[src/rtl/wm8731_i2s_io.sv]
// WM8731 I2S bit-clock master: generates XCK/BCLK/LRCK, serialises DAC samples
// and deserialises ADC samples for a 16-bit slave codec.
module wm8731_i2s_io #(
  parameter int DATA_WIDTH = 16,
  parameter int SLOT_BITS  = 32,
  parameter int BCLK_DIV   = 16,
  parameter int MCLK_DIV   = 4
) (
  input  logic                  clock,
  input  logic                  reset_n,
  input  logic                  enable,
  output logic                  AUD_XCK,
  output logic                  AUD_BCLK,
  output logic                  AUD_ADCLRCK,
  output logic                  AUD_DACLRCK,
  input  logic                  AUD_ADCDAT,
  output logic                  AUD_DACDAT,
  output logic [DATA_WIDTH-1:0] rx_left,
  output logic [DATA_WIDTH-1:0] rx_right,
  output logic                  rx_valid,
  input  logic [DATA_WIDTH-1:0] tx_left,
  input  logic [DATA_WIDTH-1:0] tx_right,
  output logic                  tx_load
);

  localparam int DIV_W = $clog2(BCLK_DIV);
  localparam int BIT_W = $clog2(2 * SLOT_BITS);
  localparam int MCK_W = $clog2(MCLK_DIV);

  localparam logic [DIV_W-1:0] DIV_ONE  = DIV_W'(1);
  localparam logic [DIV_W-1:0] DIV_LAST = DIV_W'(BCLK_DIV - 1);
  localparam logic [DIV_W-1:0] DIV_HALF = DIV_W'(BCLK_DIV / 2);
  localparam logic [BIT_W-1:0] BIT_ONE  = BIT_W'(1);
  localparam logic [BIT_W-1:0] BIT_LAST = BIT_W'(2 * SLOT_BITS - 1);
  localparam logic [BIT_W-1:0] SLOT_C   = BIT_W'(SLOT_BITS);
  localparam logic [BIT_W-1:0] P_TWO    = BIT_W'(2);
  localparam logic [BIT_W-1:0] P_LSB    = BIT_W'(DATA_WIDTH);
  localparam logic [MCK_W-1:0] MCK_ONE  = MCK_W'(1);
  localparam logic [MCK_W-1:0] MCK_LAST = MCK_W'(MCLK_DIV / 2 - 1);

  logic [MCK_W-1:0]      mck_cnt_q, mck_cnt_d;
  logic                  xck_q, xck_d;
  logic [DIV_W-1:0]      div_cnt_q, div_cnt_d;
  logic [BIT_W-1:0]      bit_cnt_q, bit_cnt_d;
  logic                  dacdat_q, dacdat_d;
  logic [DATA_WIDTH-1:0] tx_sh_q, tx_sh_d;
  logic [DATA_WIDTH-1:0] hold_l_q, hold_l_d;
  logic [DATA_WIDTH-1:0] hold_r_q, hold_r_d;
  logic                  adc_q, adc_d;
  logic [DATA_WIDTH-1:0] rx_sh_l_q, rx_sh_l_d;
  logic [DATA_WIDTH-1:0] rx_sh_r_q, rx_sh_r_d;
  logic [DATA_WIDTH-1:0] rx_left_q, rx_left_d;
  logic [DATA_WIDTH-1:0] rx_right_q, rx_right_d;
  logic                  rx_valid_q, rx_valid_d;

  logic                  div_wrap;
  logic                  lr_cur;
  logic [BIT_W-1:0]      p_cur;
  logic                  lr_nxt;
  logic [BIT_W-1:0]      p_nxt;
  logic                  tx_load_c;
  logic                  rx_strobe;

  assign div_wrap  = (div_cnt_q == DIV_LAST);
  assign lr_cur    = (bit_cnt_q >= SLOT_C);
  assign p_cur     = lr_cur ? (bit_cnt_q - SLOT_C) : bit_cnt_q;
  assign tx_load_c = enable && (div_cnt_q == '0) && (bit_cnt_q == '0);
  // adc_q lags the pin by one cycle, so the bit seen while div_cnt sits at the
  // rising-edge count is the one present on the pin at that edge.
  assign rx_strobe = enable && (div_cnt_q == DIV_HALF) &&
                     (p_cur >= BIT_ONE) && (p_cur <= P_LSB);

  always_comb begin
    // NOTE: every variable written here gets a default first so no path can infer a latch.
    mck_cnt_d  = mck_cnt_q + MCK_ONE;
    xck_d      = xck_q;
    div_cnt_d  = div_cnt_q;
    bit_cnt_d  = bit_cnt_q;
    dacdat_d   = dacdat_q;
    tx_sh_d    = tx_sh_q;
    hold_l_d   = hold_l_q;
    hold_r_d   = hold_r_q;
    adc_d      = AUD_ADCDAT;
    rx_sh_l_d  = rx_sh_l_q;
    rx_sh_r_d  = rx_sh_r_q;
    rx_left_d  = rx_left_q;
    rx_right_d = rx_right_q;
    rx_valid_d = 1'b0;
    lr_nxt     = 1'b0;
    p_nxt      = '0;

    if (mck_cnt_q == MCK_LAST) begin
      mck_cnt_d = '0;
      xck_d     = ~xck_q;
    end

    if (!enable) begin
      div_cnt_d = '0;
      bit_cnt_d = '0;
      dacdat_d  = 1'b0;
    end else begin
      div_cnt_d = div_cnt_q + DIV_ONE;
      if (div_wrap) begin
        div_cnt_d = '0;
        bit_cnt_d = (bit_cnt_q == BIT_LAST) ? '0 : bit_cnt_q + BIT_ONE;
        // DACDAT is computed for the bit being entered so it moves with the BCLK fall.
        lr_nxt    = (bit_cnt_d >= SLOT_C);
        p_nxt     = lr_nxt ? (bit_cnt_d - SLOT_C) : bit_cnt_d;
        dacdat_d  = 1'b0;
        tx_sh_d   = {tx_sh_q[DATA_WIDTH-2:0], 1'b0};
        if (p_nxt == BIT_ONE) begin
          dacdat_d = lr_nxt ? hold_r_q[DATA_WIDTH-1] : hold_l_q[DATA_WIDTH-1];
          tx_sh_d  = lr_nxt ? {hold_r_q[DATA_WIDTH-2:0], 1'b0}
                            : {hold_l_q[DATA_WIDTH-2:0], 1'b0};
        end else if ((p_nxt >= P_TWO) && (p_nxt <= P_LSB)) begin
          dacdat_d = tx_sh_q[DATA_WIDTH-1];
        end
      end
    end

    if (tx_load_c) begin
      hold_l_d = tx_left;
      hold_r_d = tx_right;
    end

    if (rx_strobe) begin
      if (lr_cur) begin
        rx_sh_r_d = {rx_sh_r_q[DATA_WIDTH-2:0], adc_q};
        if (p_cur == P_LSB) begin
          rx_left_d  = rx_sh_l_q;
          rx_right_d = {rx_sh_r_q[DATA_WIDTH-2:0], adc_q};
          rx_valid_d = 1'b1;
        end
      end else begin
        rx_sh_l_d = {rx_sh_l_q[DATA_WIDTH-2:0], adc_q};
      end
    end
  end

  // NOTE: state registers use non-blocking assignments so every flop samples pre-edge values.
  always_ff @(posedge clock or negedge reset_n) begin
    if (!reset_n) begin
      mck_cnt_q  <= '0;
      xck_q      <= 1'b0;
      div_cnt_q  <= '0;
      bit_cnt_q  <= '0;
      dacdat_q   <= 1'b0;
      tx_sh_q    <= '0;
      hold_l_q   <= '0;
      hold_r_q   <= '0;
      adc_q      <= 1'b0;
      rx_sh_l_q  <= '0;
      rx_sh_r_q  <= '0;
      rx_left_q  <= '0;
      rx_right_q <= '0;
      rx_valid_q <= 1'b0;
    end else begin
      mck_cnt_q  <= mck_cnt_d;
      xck_q      <= xck_d;
      div_cnt_q  <= div_cnt_d;
      bit_cnt_q  <= bit_cnt_d;
      dacdat_q   <= dacdat_d;
      tx_sh_q    <= tx_sh_d;
      hold_l_q   <= hold_l_d;
      hold_r_q   <= hold_r_d;
      adc_q      <= adc_d;
      rx_sh_l_q  <= rx_sh_l_d;
      rx_sh_r_q  <= rx_sh_r_d;
      rx_left_q  <= rx_left_d;
      rx_right_q <= rx_right_d;
      rx_valid_q <= rx_valid_d;
    end
  end

  assign AUD_XCK     = xck_q;
  assign AUD_BCLK    = (div_cnt_q >= DIV_HALF);
  assign AUD_ADCLRCK = lr_cur;
  assign AUD_DACLRCK = lr_cur;
  assign AUD_DACDAT  = dacdat_q;
  assign rx_left     = rx_left_q;
  assign rx_right    = rx_right_q;
  assign rx_valid    = rx_valid_q;
  // Gated by reset_n so the pulse is held low while reset is asserted.
  assign tx_load     = reset_n && tx_load_c;

endmodule

[config.mk]
export PLATFORM = sky130hd
export DESIGN_NAME = wm8731_i2s_io
export DESIGN_NICKNAME = d
export VERILOG_FILES = /design/src/rtl/wm8731_i2s_io.sv
export SDC_FILE = /design/constraint.sdc
export NUM_CORES = 1
export LEC_CHECK = 0
export ABC_AREA = 1
export BUFFER_PORTS_ARGS = -buffer_cell sky130_fd_sc_hd__buf_4
export CAP_MARGIN = 20
export CORE_MARGIN = 5
export CORE_UTILIZATION = 51
export DETAILED_ROUTE_END_ITERATION = 10
export HOLD_SLACK_MARGIN = 0.06
export PLACE_DENSITY = 0.77
export SYNTH_ARGS = -nofsm -noshare
export SYNTH_HDL_FRONTEND = slang
export SYNTH_SLANG_ARGS = --single-unit
[constraint.sdc]
create_clock -name clock -period 1.65 [get_ports clock]
set_input_delay 0 -clock clock [delete_from_list [all_inputs] [get_ports clock]]
set_output_delay 0 -clock clock [all_outputs]
set_load 0.02 [all_outputs]
==> qor.yml, run 1 <==
synth_top_family_by_area: "simple AND/OR/NAND/NOR gates"
synthMuxAreaShare: 0.03573
hpwl_um: 7932
cts.clk_slew.worst_paths_ps: 60
fp.coreArea_um2: 10280
worst_slew_pin_slew_ps: 482.4
cellPowerDensity_nw_per_um2: 1037
swShare: 0.2349
p_total_mw: 8.778
tns_ps: -26920
synth_fa_ha_area_frac: 0.01401
avgSynthCellArea_um2: 9.221
synth_compound_area_frac: 0.1168
reg2reg_from: "bit_cnt_q[0]$_DFFE_PN0P_"
switchingPower_mw: 2.062
crit_top_cell: "nand2_2"
initial_core_util: 0.5213
htree_levels: 4
wl_per_cell_um: 21.68
critical_path_arrival_ps: 2550
critPathMaxFanout: 8
portBuffers: 74
p_int_mw: 6.715
critPathLaunchType: "flop"
final_nets: 790
min_period_over_period: 1.299
synth_top_area_frac: 0.5885
maxCapViolations: 0
ff2ff_path_depth: 14
seqPwrFrac: 0.388
clk_latency_ps: 530
total_leakage_power_nw: 4.181
pwr-share-comb: 0.114
grt_pass1_vias: 5268
yosysWarningCount: 0
clock_sinks: 126
critPathTopFamily: "simple AND/OR/NAND/NOR gates"
ir_drop_mv: 0.8406
ys_types: 27
die_h_um: 112.5
grt_pass1_wl_um: 27800
synthSimpleGateAreaFrac: 0.1534
grt_max_degree: 90
die_w_um: 112.5
status: "finished, violations left"
violations: "setup timing"
post_drt_via_cell_ratio: 5.833
netlist_instances: 581
crit_buf_inv: 2
ys_seq_area_frac: 0.5885
p_clk_frac: 0.499
synth_nets: 623
fmax_ghz: 0.4667
cp_slowest_cell: "dfrtp_1"
grt_overflow_total: 0
dp_slack_ps: -242.1
ant_nets: 0
cp.required_ps: 2050
worstSetupPathType: "flop to flop"
dieArea_um2: 12660
endpoint_kind: "flop"
fin_ws_ps: -492.6
gp_congestion: 0.9091
synth.area.top_cells: "dfrtp_1 59%, nand2_1 9.5%, inv_1 5.6%"
crit_path_max_incr_delay_ps: 410
pin_count: 75
dr.pass1.iters: 6
layout-drive-gt1-share: 0.3784
r2r_slack_ps: -490
setup_violations: 114
area_growth_pct: 57.92
skew_ps: 11.33
numCtsBuffers: 17
drc: 0
synth.largest_area_cell: "dfrtp_1"
cts_buffer_depth: 2
fin_crit_ps: 2143
synth_seq_cells: 126
synthXorXnorAreaFrac: 0.003270
num_vias: 5232
syn_area_um2: 5358
num_antenna_cells: 0
grt.total_usage: 0.2810
cts_tree: "yes"
hold_path_class: "primary input to async pin"
slew_violations: 0
final_hold_viol_count: 0
r2r-end: "tx_sh_q[8]$_DFFE_PN0P_"
ctsRootBufferMaster: "clkbuf_8"
grt_setup_unrepaired: "true"
wl_um: 19450
antenna_found_initial: 0
slew_headroom: 0.6784
drt_iter0_drc: 607
worstPathCellList: "buf_6, ha_4, nand2_4, nor2_4, nand2_2, nand2_2, nand2_2, nand2_4, buf_12, nand2_2, o21ai_2, nand2_1, o211ai_1, nand2_1"
num_rows: 37
how the worst max path moves through the flow:
stage | cells after the start | startpoint | slack (ps) | endpoint
2_1_floorplan | 8 | bit_cnt_q[0]$_DFFE_PN0P_ | 20 | tx_load
3_3_place_gp | 12 | bit_cnt_q[1]$_DFFE_PN0P_ | -100 | tx_sh_q[15]$_DFFE_PN0P_
3_5_place_dp | 6 | div_cnt_q[0]$_DFF_PN0_ | -240 | bit_cnt_q[0]$_DFFE_PN0P_
4_1_cts | 9 | bit_cnt_q[0]$_DFFE_PN0P_ | -310 | tx_load
5_1_grt | 14 | bit_cnt_q[0]$_DFFE_PN0P_ | -520 | tx_sh_q[8]$_DFFE_PN0P_
6_report | 14 | bit_cnt_q[0]$_DFFE_PN0P_ | -490 | tx_sh_q[8]$_DFFE_PN0P_
layout by cell type, fill, tap and decap left out, types with 4 or more instances in the layout:
cell,instances
a21oi_1,16
nand2_2,12
nand3_2,7
clkbuf_16,17
o21ai_1,24
inv_1,76
buf_4,104
nand2_4,11
o21ai_0,25
a21oi_2,15
dfrtp_1,124
nor2_4,15
o22ai_1,4
buf_12,14
buf_16,9
buf_8,4
mux2_2,15
bufinv_16,7
nand3_1,4
inv_2,6
o21ai_2,13
nor2_1,24
dlygate4sd3_1,35
buf_6,10
nand2_1,116
o211ai_1,15
sequential cells by signal (all words and copies together) (netlist names):
signal,count
mck_cnt_q,2
AUD_DACDAT,1
rx_sh_l_q,16
hold_l_q,16
hold_r_q,16
AUD_XCK,1
div_cnt_q,4
bit_cnt_q,6
rx_right,16
tx_sh_q,15
rx_left,16
rx_valid,1
adc_q,1
rx_sh_r_q,15
routing by layer:
metal / up-vias / part of all wire / track usage
li1: 2177 / - / -
met1: 2563 / 0.36 / 0.3379
met2: 393 / 0.50 / 0.4724
met3: 99 / 0.087 / 0.07224
met4: 0 / 0.051 / 0.1338
met5: - / 0 / 0
cell type report:
type / count / area [um^2]
well taps: 136 / 170.2
inverters: 83 / 316.6
repair buffers: 179 / 1922
multi-input cells: 341 / 2221
clock buffers: 21 / 439.2
clock inverters: 11 / 236.5
flip-flops and latches: 126 / 3156
fillers: 471 / 1817
worst min-delay path: stages:
cell and delay, ps:
dlygate4sd3_1 540, buf_4 150, buf_12 380
synth_stat cells:
cell and instances:
clkbuf_1 13, nand4_2 2, ha_1 6, dfrtp_1 126
buf_6 2, o21ai_1 19, mux2_2 15, nor2_1 39
o21ai_0 43, buf_2 12, inv_2 3, nand3_1 13
mux2_1 2, nand4_1 3, o22ai_1 5, a21oi_1 31
o21ai_2 1, nor3_1 1, nor3_2 2, inv_1 80
nand2_2 3, o211ai_1 15, nor2_2 2, xnor2_1 2
buf_4 4, nand2_1 136, a211oi_1 1
cell families after synthesis:
group | count (synthesis)
and+or+nand+nor | 201
DFF | 126
AOI/OAI and AO/OA | 115
buffers and inverters | 114
muxes | 17
adders and majority gates | 6
xor gates and xnor gates | 2
power groups by stage:
stage | clock network, mW | logic (mW) | registers (mW)
after floorplan | 0 | 0.337 | 3.38
after global placement | 0 | 0.552 | 3.40
after CTS | 4.29 | 0.770 | 3.36
final | 4.38 | 0.997 | 3.40
after global routing | 4.54 | 1.07 | 3.42
after detailed placement | 0 | 0.577 | 3.41
metrics by stage:
stage,cell area [um^2],utilization,instances,hold WS (ps)
2_1_floorplan,5363,-,581,-295.6
3_3_place_gp,6320,0.6149,795,109.8
3_5_place_dp,6320,0.6149,795,110.9
4_1_cts,8063,0.7845,889,125.1
5_1_grt,8461,0.8232,897,121.1
6_report,8461,0.8232,897,110.3
timing repair:
item	in CTS	in global routing
hold buffers	35	0
cloned	11	1
resized for setup	85	90
setup buffers	16	7
pin swaps	12	49
endpoints found under the hold margin	176	0
endpoints found under the setup margin	108	115
Power figures use the tool's default switching activity.
==> run 2, diff against run 1 <==
--- a/config.mk
+++ b/config.mk
@@ -10,9 +10,11 @@
 export CAP_MARGIN = 20
 export CORE_MARGIN = 5
 export CORE_UTILIZATION = 51
+export CTS_CLUSTER_DIAMETER = 60
 export DETAILED_ROUTE_END_ITERATION = 10
 export HOLD_SLACK_MARGIN = 0.06
 export PLACE_DENSITY = 0.77
 export SYNTH_ARGS = -nofsm -noshare
 export SYNTH_HDL_FRONTEND = slang
 export SYNTH_SLANG_ARGS = --single-unit
+export TNS_END_PERCENT = 30
==> qor.yml, run 2 (synthesis gave the netlist of run 1 again) <==
area_growth_pct: 50.23  # was 57.92%
endpoint_kind: "flop"  # unchanged
fin_crit_ps: 2026  # was 2143 ps
pin_count: 75  # unchanged
cts_tree: "yes"  # unchanged
crit_path_max_incr_delay_ps: 370  # was 410 ps
critical_path_arrival_ps: 2420  # was 2550 ps
crit_top_cell: "nand2_1"  # was nand2_2
mostFrequentLayoutCells: "131 x nand2_1, 124 x dfrtp_1, 110 x buf_4"  # was 124 x dfrtp_1, 116 x nand2_1, 104 x buf_4
dr.pass1.iters: 5  # was 6
hpwl_um: 7932  # unchanged
drt_iter0_drc: 594  # was 607
worstPathCellList: "buf_4, ha_4, nand2_2, nor2_4, nand2_1, nand2_1, nand2_2, nand2_4, buf_12, nand2_1, o21ai_2, nand2_1, o211ai_1, nand2_1"  # was buf_6, ha_4, nand2_4, nor2_4, nand2_2, nand2_2, nand2_2, nand2_4, buf_12, nand2_2, o21ai_2, nand2_1, o211ai_1, nand2_1
worst_slew_pin_slew_ps: 492.4  # was 482.4 ps
fillCellCount: 552  # was 471
ant_nets: 0  # unchanged
cp_slowest_cell: "dfrtp_1"  # unchanged
p_total_mw: 8.500  # was 8.778 mW
num_antenna_cells: 0  # unchanged
fp.coreArea_um2: 10280  # unchanged
layout-drive-gt1-share: 0.3263  # was 0.3784
grt_overflow_total: 0  # unchanged
worstSetupPathType: "flop to flop"  # unchanged
dp_slack_ps: -242.1  # unchanged
fmax_ghz: 0.4935  # was 0.4667 GHz
fin_ws_ps: -376.4  # was -492.6 ps
grt_setup_unrepaired: "true"  # unchanged
portBuffers: 74  # unchanged
violations: "setup timing"  # unchanged
skew_ps: 9.441  # was 11.33 ps
wl_per_cell_um: 19.00  # was 21.68 um
cellPowerDensity_nw_per_um2: 1056  # was 1037 nW/um^2
num_vias: 4931  # was 5232
post_drt_via_cell_ratio: 5.540  # was 5.833
setup_violations: 112  # was 114
maxCapViolations: 0  # unchanged
numCtsBuffers: 17  # unchanged
tns_ps: -20310  # was -26920 ps
cp.required_ps: 2050  # about the same
die_w_um: 112.5  # unchanged
final_hold_viol_count: 0  # unchanged
htree_levels: 4  # unchanged
critPathMaxFanout: 8  # unchanged
initial_core_util: 0.5213  # unchanged
critical_path_depth: 14  # unchanged
grt.total_usage: 0.2555  # was 0.2810
utilization: 0.7832  # was 0.8232
num_rows: 37  # unchanged
drc: 0  # unchanged
ctsRootBufferMaster: "clkbuf_8"  # unchanged
gp_congestion: 0.9091  # unchanged
clk_latency_ps: 520  # was 530 ps
final_nets: 783  # was 790
grt_max_degree: 90  # unchanged
slew_headroom: 0.6717  # was 0.6784
cts_buffer_depth: 2  # unchanged
postPlaceCellArea_um2: 6320  # unchanged
min_period_over_period: 1.228  # was 1.299
grt_pass1_vias: 5013  # was 5268
ff2ff_path_depth: 14  # unchanged
clock_sinks: 126  # unchanged
critPathTopFamily: "simple AND/OR/NAND/NOR gates"  # unchanged
antenna_found_initial: 0  # unchanged
dieArea_um2: 12660  # unchanged
hold_path_class: "primary input to async pin"  # unchanged
final_common_cell: "nand2_1"  # was dfrtp_1
status: "finished, violations left"  # unchanged
critPathLaunchType: "flop"  # unchanged
wl_um: 16910  # was 19450 um
fin_area_um2: 8049  # was 8461 um^2
crit_buf_inv: 2  # unchanged
die_h_um: 112.5  # unchanged
ir_drop_mv: 0.7314  # was 0.8406 mV
total_leakage_power_nw: 4.027  # was 4.181 nW
grt_pass1_wl_um: 25540  # was 27800 um
cts.clk_slew.worst_paths_ps: 60  # about the same
slew_violations: 0  # unchanged
[run 2: metrics by stage]
stage | hold WS, ps | std cells
2_1_floorplan | -295.6 | 581
3_3_place_gp | 109.8 | 795
3_5_place_dp | 110.9 | 795
4_1_cts | 125.1 | 880
5_1_grt | 157.5 | 890
6_report | 103.7 | 890
[run 2: per-layer routing]
metal	part of all wire	GRT usage	vias to the layer above
li1	-	-	2164
met1	0.39	0.3175	2426
met2	0.50	0.4188	274
met3	0.064	0.05768	67
met4	0.048	0.1322	0
met5	0	0	-
[run 2: worst paths after layout]
check                                    startpoint                 endpoint  slack (ps)
setup / recovery           bit_cnt_q[0]$_DFFE_PN0P_   tx_sh_q[8]$_DFFE_PN0P_        -380
hold / removal                              reset_n   AUD_DACDAT$_DFFE_PN0P_         100
setup reg to reg           bit_cnt_q[0]$_DFFE_PN0P_   tx_sh_q[8]$_DFFE_PN0P_        -380
hold reg to reg              mck_cnt_q[0]$_DFF_PN0_   mck_cnt_q[0]$_DFF_PN0_         440
max in group asynchronous                   reset_n  tx_sh_q[10]$_DFFE_PN0P_        1150
min in group clock                       AUD_ADCDAT          adc_q$_DFF_PN0_         170
[run 2: tightest hold or removal path, cell delays in order]
cell and delay [ps]:
dlygate4sd3_1 540, buf_4 150, buf_12 360
[run 2: area by class of cell]
| cell class | instances | area (um^2) | area share |
|---|---|---|---|
| inverter | 83 | 316.6 | 0.03933 |
| sequential | 126 | 3156 | 0.3920 |
| timing repair buffer | 172 | 1730 | 0.2150 |
| clock inverter | 11 | 236.5 | 0.02938 |
| clock buffer | 21 | 439.2 | 0.05456 |
| multi-input combinational | 341 | 2001 | 0.2486 |
| tap | 136 | 170.2 | 0.02114 |
[run 2: timing repair]
| action | CTS | global route |
|---|---|---|
| hold endpoints to repair | 176 | 0 |
| resized for setup | 58 | 39 |
| cloned | 6 | 3 |
| pin swaps | 12 | 14 |
| hold buffers | 35 | 0 |
| endpoints found under the setup margin | 108 | 116 |
| buffers inserted | 12 | 7 |
[run 2: report_power, final]
| group | switching, mW | internal, mW |
|---|---|---|
| combinational | 0.401 | 0.377 |
| sequential | 0.109 | 3.28 |
| clock | 1.38 | 2.95 |
| total | 1.89 | 6.61 |
==> run 3, diff against run 2 <==
--- a/config.mk
+++ b/config.mk
@@ -14,6 +14,7 @@
 export DETAILED_ROUTE_END_ITERATION = 10
 export HOLD_SLACK_MARGIN = 0.06
 export PLACE_DENSITY = 0.77
+export SETUP_SLACK_MARGIN = 0.1
 export SYNTH_ARGS = -nofsm -noshare
 export SYNTH_HDL_FRONTEND = slang
 export SYNTH_SLANG_ARGS = --single-unit
==> qor.yml, run 3 (synthesis gave the netlist of run 1 again) <==
numCtsBuffers: 17  # unchanged
worst_slew_pin_slew_ps: 783.6  # was 492.4 ps
ant_nets: 0  # unchanged
crit_top_cell: "nand2_1"  # unchanged
post_drt_via_cell_ratio: 5.499  # was 5.540
ff2ff_path_depth: 14  # unchanged
gp_congestion: 0.8282  # was 0.9091
grt_setup_unrepaired: "true"  # unchanged
worstSetupPathType: "flop to flop"  # unchanged
cts_buffer_depth: 2  # unchanged
pin_count: 75  # unchanged
ctsRootBufferMaster: "clkbuf_8"  # unchanged
setup.worst_path.end: "tx_sh_q[12]$_DFFE_PN0P_"  # was tx_sh_q[8]$_DFFE_PN0P_
r2r_slack_ps: -400  # was -380 ps
num_antenna_cells: 0  # unchanged
grt_pass1_vias: 4858  # was 5013
dr.pass1.iters: 5  # unchanged
utilization: 0.7966  # was 0.7832
clock_sinks: 126  # unchanged
grt_overflow_total: 0  # unchanged
total_leakage_power_nw: 4.052  # was 4.027 nW
fin_ws_ps: -401.9  # was -376.4 ps
r2r-end: "tx_sh_q[12]$_DFFE_PN0P_"  # was tx_sh_q[8]$_DFFE_PN0P_
num_rows: 37  # unchanged
htree_levels: 4  # unchanged
final_nets: 788  # was 783
critPathTopFamily: "simple AND/OR/NAND/NOR gates"  # unchanged
fmax_ghz: 0.4874  # was 0.4935 GHz
cts_tree: "yes"  # unchanged
antenna_found_initial: 0  # unchanged
setup_violations: 98  # was 112
fp.coreArea_um2: 10280  # unchanged
num_vias: 4922  # was 4931
dp_cells: 794  # was 795
cellPowerDensity_nw_per_um2: 983.7  # was 1056 nW/um^2
crit_buf_inv: 2  # unchanged
reg2reg_from: "bit_cnt_q[0]$_DFFE_PN0P_"  # unchanged
skew_ps: 6.552  # was 9.441 ps
hold_path_class: "primary input to async pin"  # unchanged
stdcell_count: 895  # was 890
whs_ps: 74.16  # was 103.7 ps
final_common_cell: "dfrtp_1"  # was nand2_1
wl_per_cell_um: 18.29  # was 19.00 um
critical_path_depth: 14  # unchanged
portBuffers: 74  # unchanged
die_w_um: 112.5  # unchanged
violations: "setup timing"  # unchanged
area_growth_pct: 52.80  # was 50.23%
dieArea_um2: 12660  # unchanged
wl_um: 16370  # was 16910 um
status: "finished, violations left"  # unchanged
startpoint: "bit_cnt_q[0]$_DFFE_PN0P_"  # unchanged
hpwl_um: 7474  # was 7932 um
final_hold_viol_count: 0  # unchanged
worstPathCellList: "buf_6, ha_4, nand2_1, nor2_2, nand2_2, nand2_1, nand2_2, nand2_8, buf_12, nand2_1, o21ai_1, nand2_1, o211ai_1, nand2_1"  # was buf_4, ha_4, nand2_2, nor2_4, nand2_1, nand2_1, nand2_2, nand2_4, buf_12, nand2_1, o21ai_2, nand2_1, o211ai_1, nand2_1
cp_slowest_cell: "dfrtp_1"  # unchanged
grt_use_met2: 0.4021  # was 0.4188
fin_crit_ps: 2052  # was 2026 ps
drc: 0  # unchanged
top_usage_layer: "met2"  # unchanged
die_h_um: 112.5  # unchanged
clk_latency_ps: 540  # was 520 ps
grtUsageMet1: 0.2650  # was 0.3175
crit_path_max_incr_delay_ps: 380  # was 370 ps
ir_drop_mv: 0.8799  # was 0.7314 mV
critPathLaunchType: "flop"  # unchanged
slew_violations: 0  # unchanged
min_period_over_period: 1.244  # was 1.228
critPathMaxFanout: 6  # was 8
cts.clk_slew.worst_paths_ps: 60  # about the same
drt_iter0_drc: 371  # was 594
initial_core_util: 0.5213  # unchanged
layout-drive-gt1-share: 0.3663  # was 0.3263
endpoint_kind: "flop"  # unchanged
maxCapViolations: 0  # unchanged
grt_max_degree: 110  # was 90
mostFrequentLayoutCells: "125 x dfrtp_1, 117 x nand2_1, 103 x buf_4"  # was 131 x nand2_1, 124 x dfrtp_1, 110 x buf_4
slew_headroom: 0.4759  # was 0.6717
grt_pass1_wl_um: 23030  # was 25540 um
critical_path_arrival_ps: 2470  # was 2420 ps
grt.total_usage: 0.2310  # was 0.2555
cp.required_ps: 2060  # was 2050 ps
grt_util_met3: 0.06523  # was 0.05768
-- run 3: cell types whose count changed in the layout (fill, tap and decap cells not counted), sizes merged --
| cell | change |
|---|---|
| buf | +1 |
| bufinv | -4 |
| clkinvlp | +6 |
| dlygate4sd3 | +1 |
| inv | +1 |
-- run 3: power breakdown --
| group | total, mW | switching (mW) | internal, mW |
|---|---|---|---|
| clock network | 3.76 | 1.42 | 2.34 |
| registers | 3.39 | 0.107 | 3.28 |
| logic | 0.904 | 0.445 | 0.458 |
-- run 3: through the flow --
stage	setup slack [ps]	cell area (um^2)	setup TNS, ps	power, mW
2_1_floorplan	61.85	5375	0	3.722
3_3_place_gp	-77.01	6320	-709.0	3.957
3_5_place_dp	-151.9	6320	-3687	3.990
4_1_cts	-309.1	7600	-8986	7.885
5_1_grt	-599.2	8187	-28270	8.328
6_report	-401.9	8187	-20020	8.054
-- run 3: layout make-up --
cell class              count  area [um^2]
repair buffers            176         1822
clock buffers              19        431.7
clock inverters            13        163.9
flip-flops and latches    126         3154
repair inverters            1        7.507
inverters                  83        315.3
multi-input cells         341         2122
fillers                   529         2091
well taps                 136        170.2
-- run 3: worst register-to-register path: cells and delay by family, from the launching register on --
family | cells | cell delay [ps]
buf+inv | 2 | 260
flops | 1 | 380
simple gates | 9 | 900
fa+ha+maj | 1 | 150
compound gates | 2 | 230
-- run 3: per-layer routing --
metal	vias up	wire length, um
li1	2186	-
met1	2415	5996
met2	249	8521
met3	72	1183
met4	0	665
met5	-	0
-- run 3: how the worst min path moves through the flow --
stage	from	to	slack [ps]	cells after the start
finish	reset_n	div_cnt_q[0]$_DFF_PN0_	70	3
global route	AUD_ADCDAT	adc_q$_DFF_PN0_	140	2
CTS	AUD_ADCDAT	adc_q$_DFF_PN0_	120	2
detailed placement	reset_n	hold_l_q[12]$_DFFE_PN0P_	-100	1
global placement	reset_n	hold_l_q[12]$_DFFE_PN0P_	-110	1
floorplan	reset_n	AUD_DACDAT$_DFFE_PN0P_	-300	0
-- run 3: repair_timing --
| action | 4_1_cts | 5_1_grt |
|---|---|---|
| pin swaps | 6 | 25 |
| setup endpoints to repair | 117 | 121 |
| hold buffers | 36 | 0 |
| endpoints found under the hold margin | 170 | 0 |
| resized for setup | 51 | 101 |
| buffers inserted | 11 | 12 |
| gates cloned | 4 | 7 |
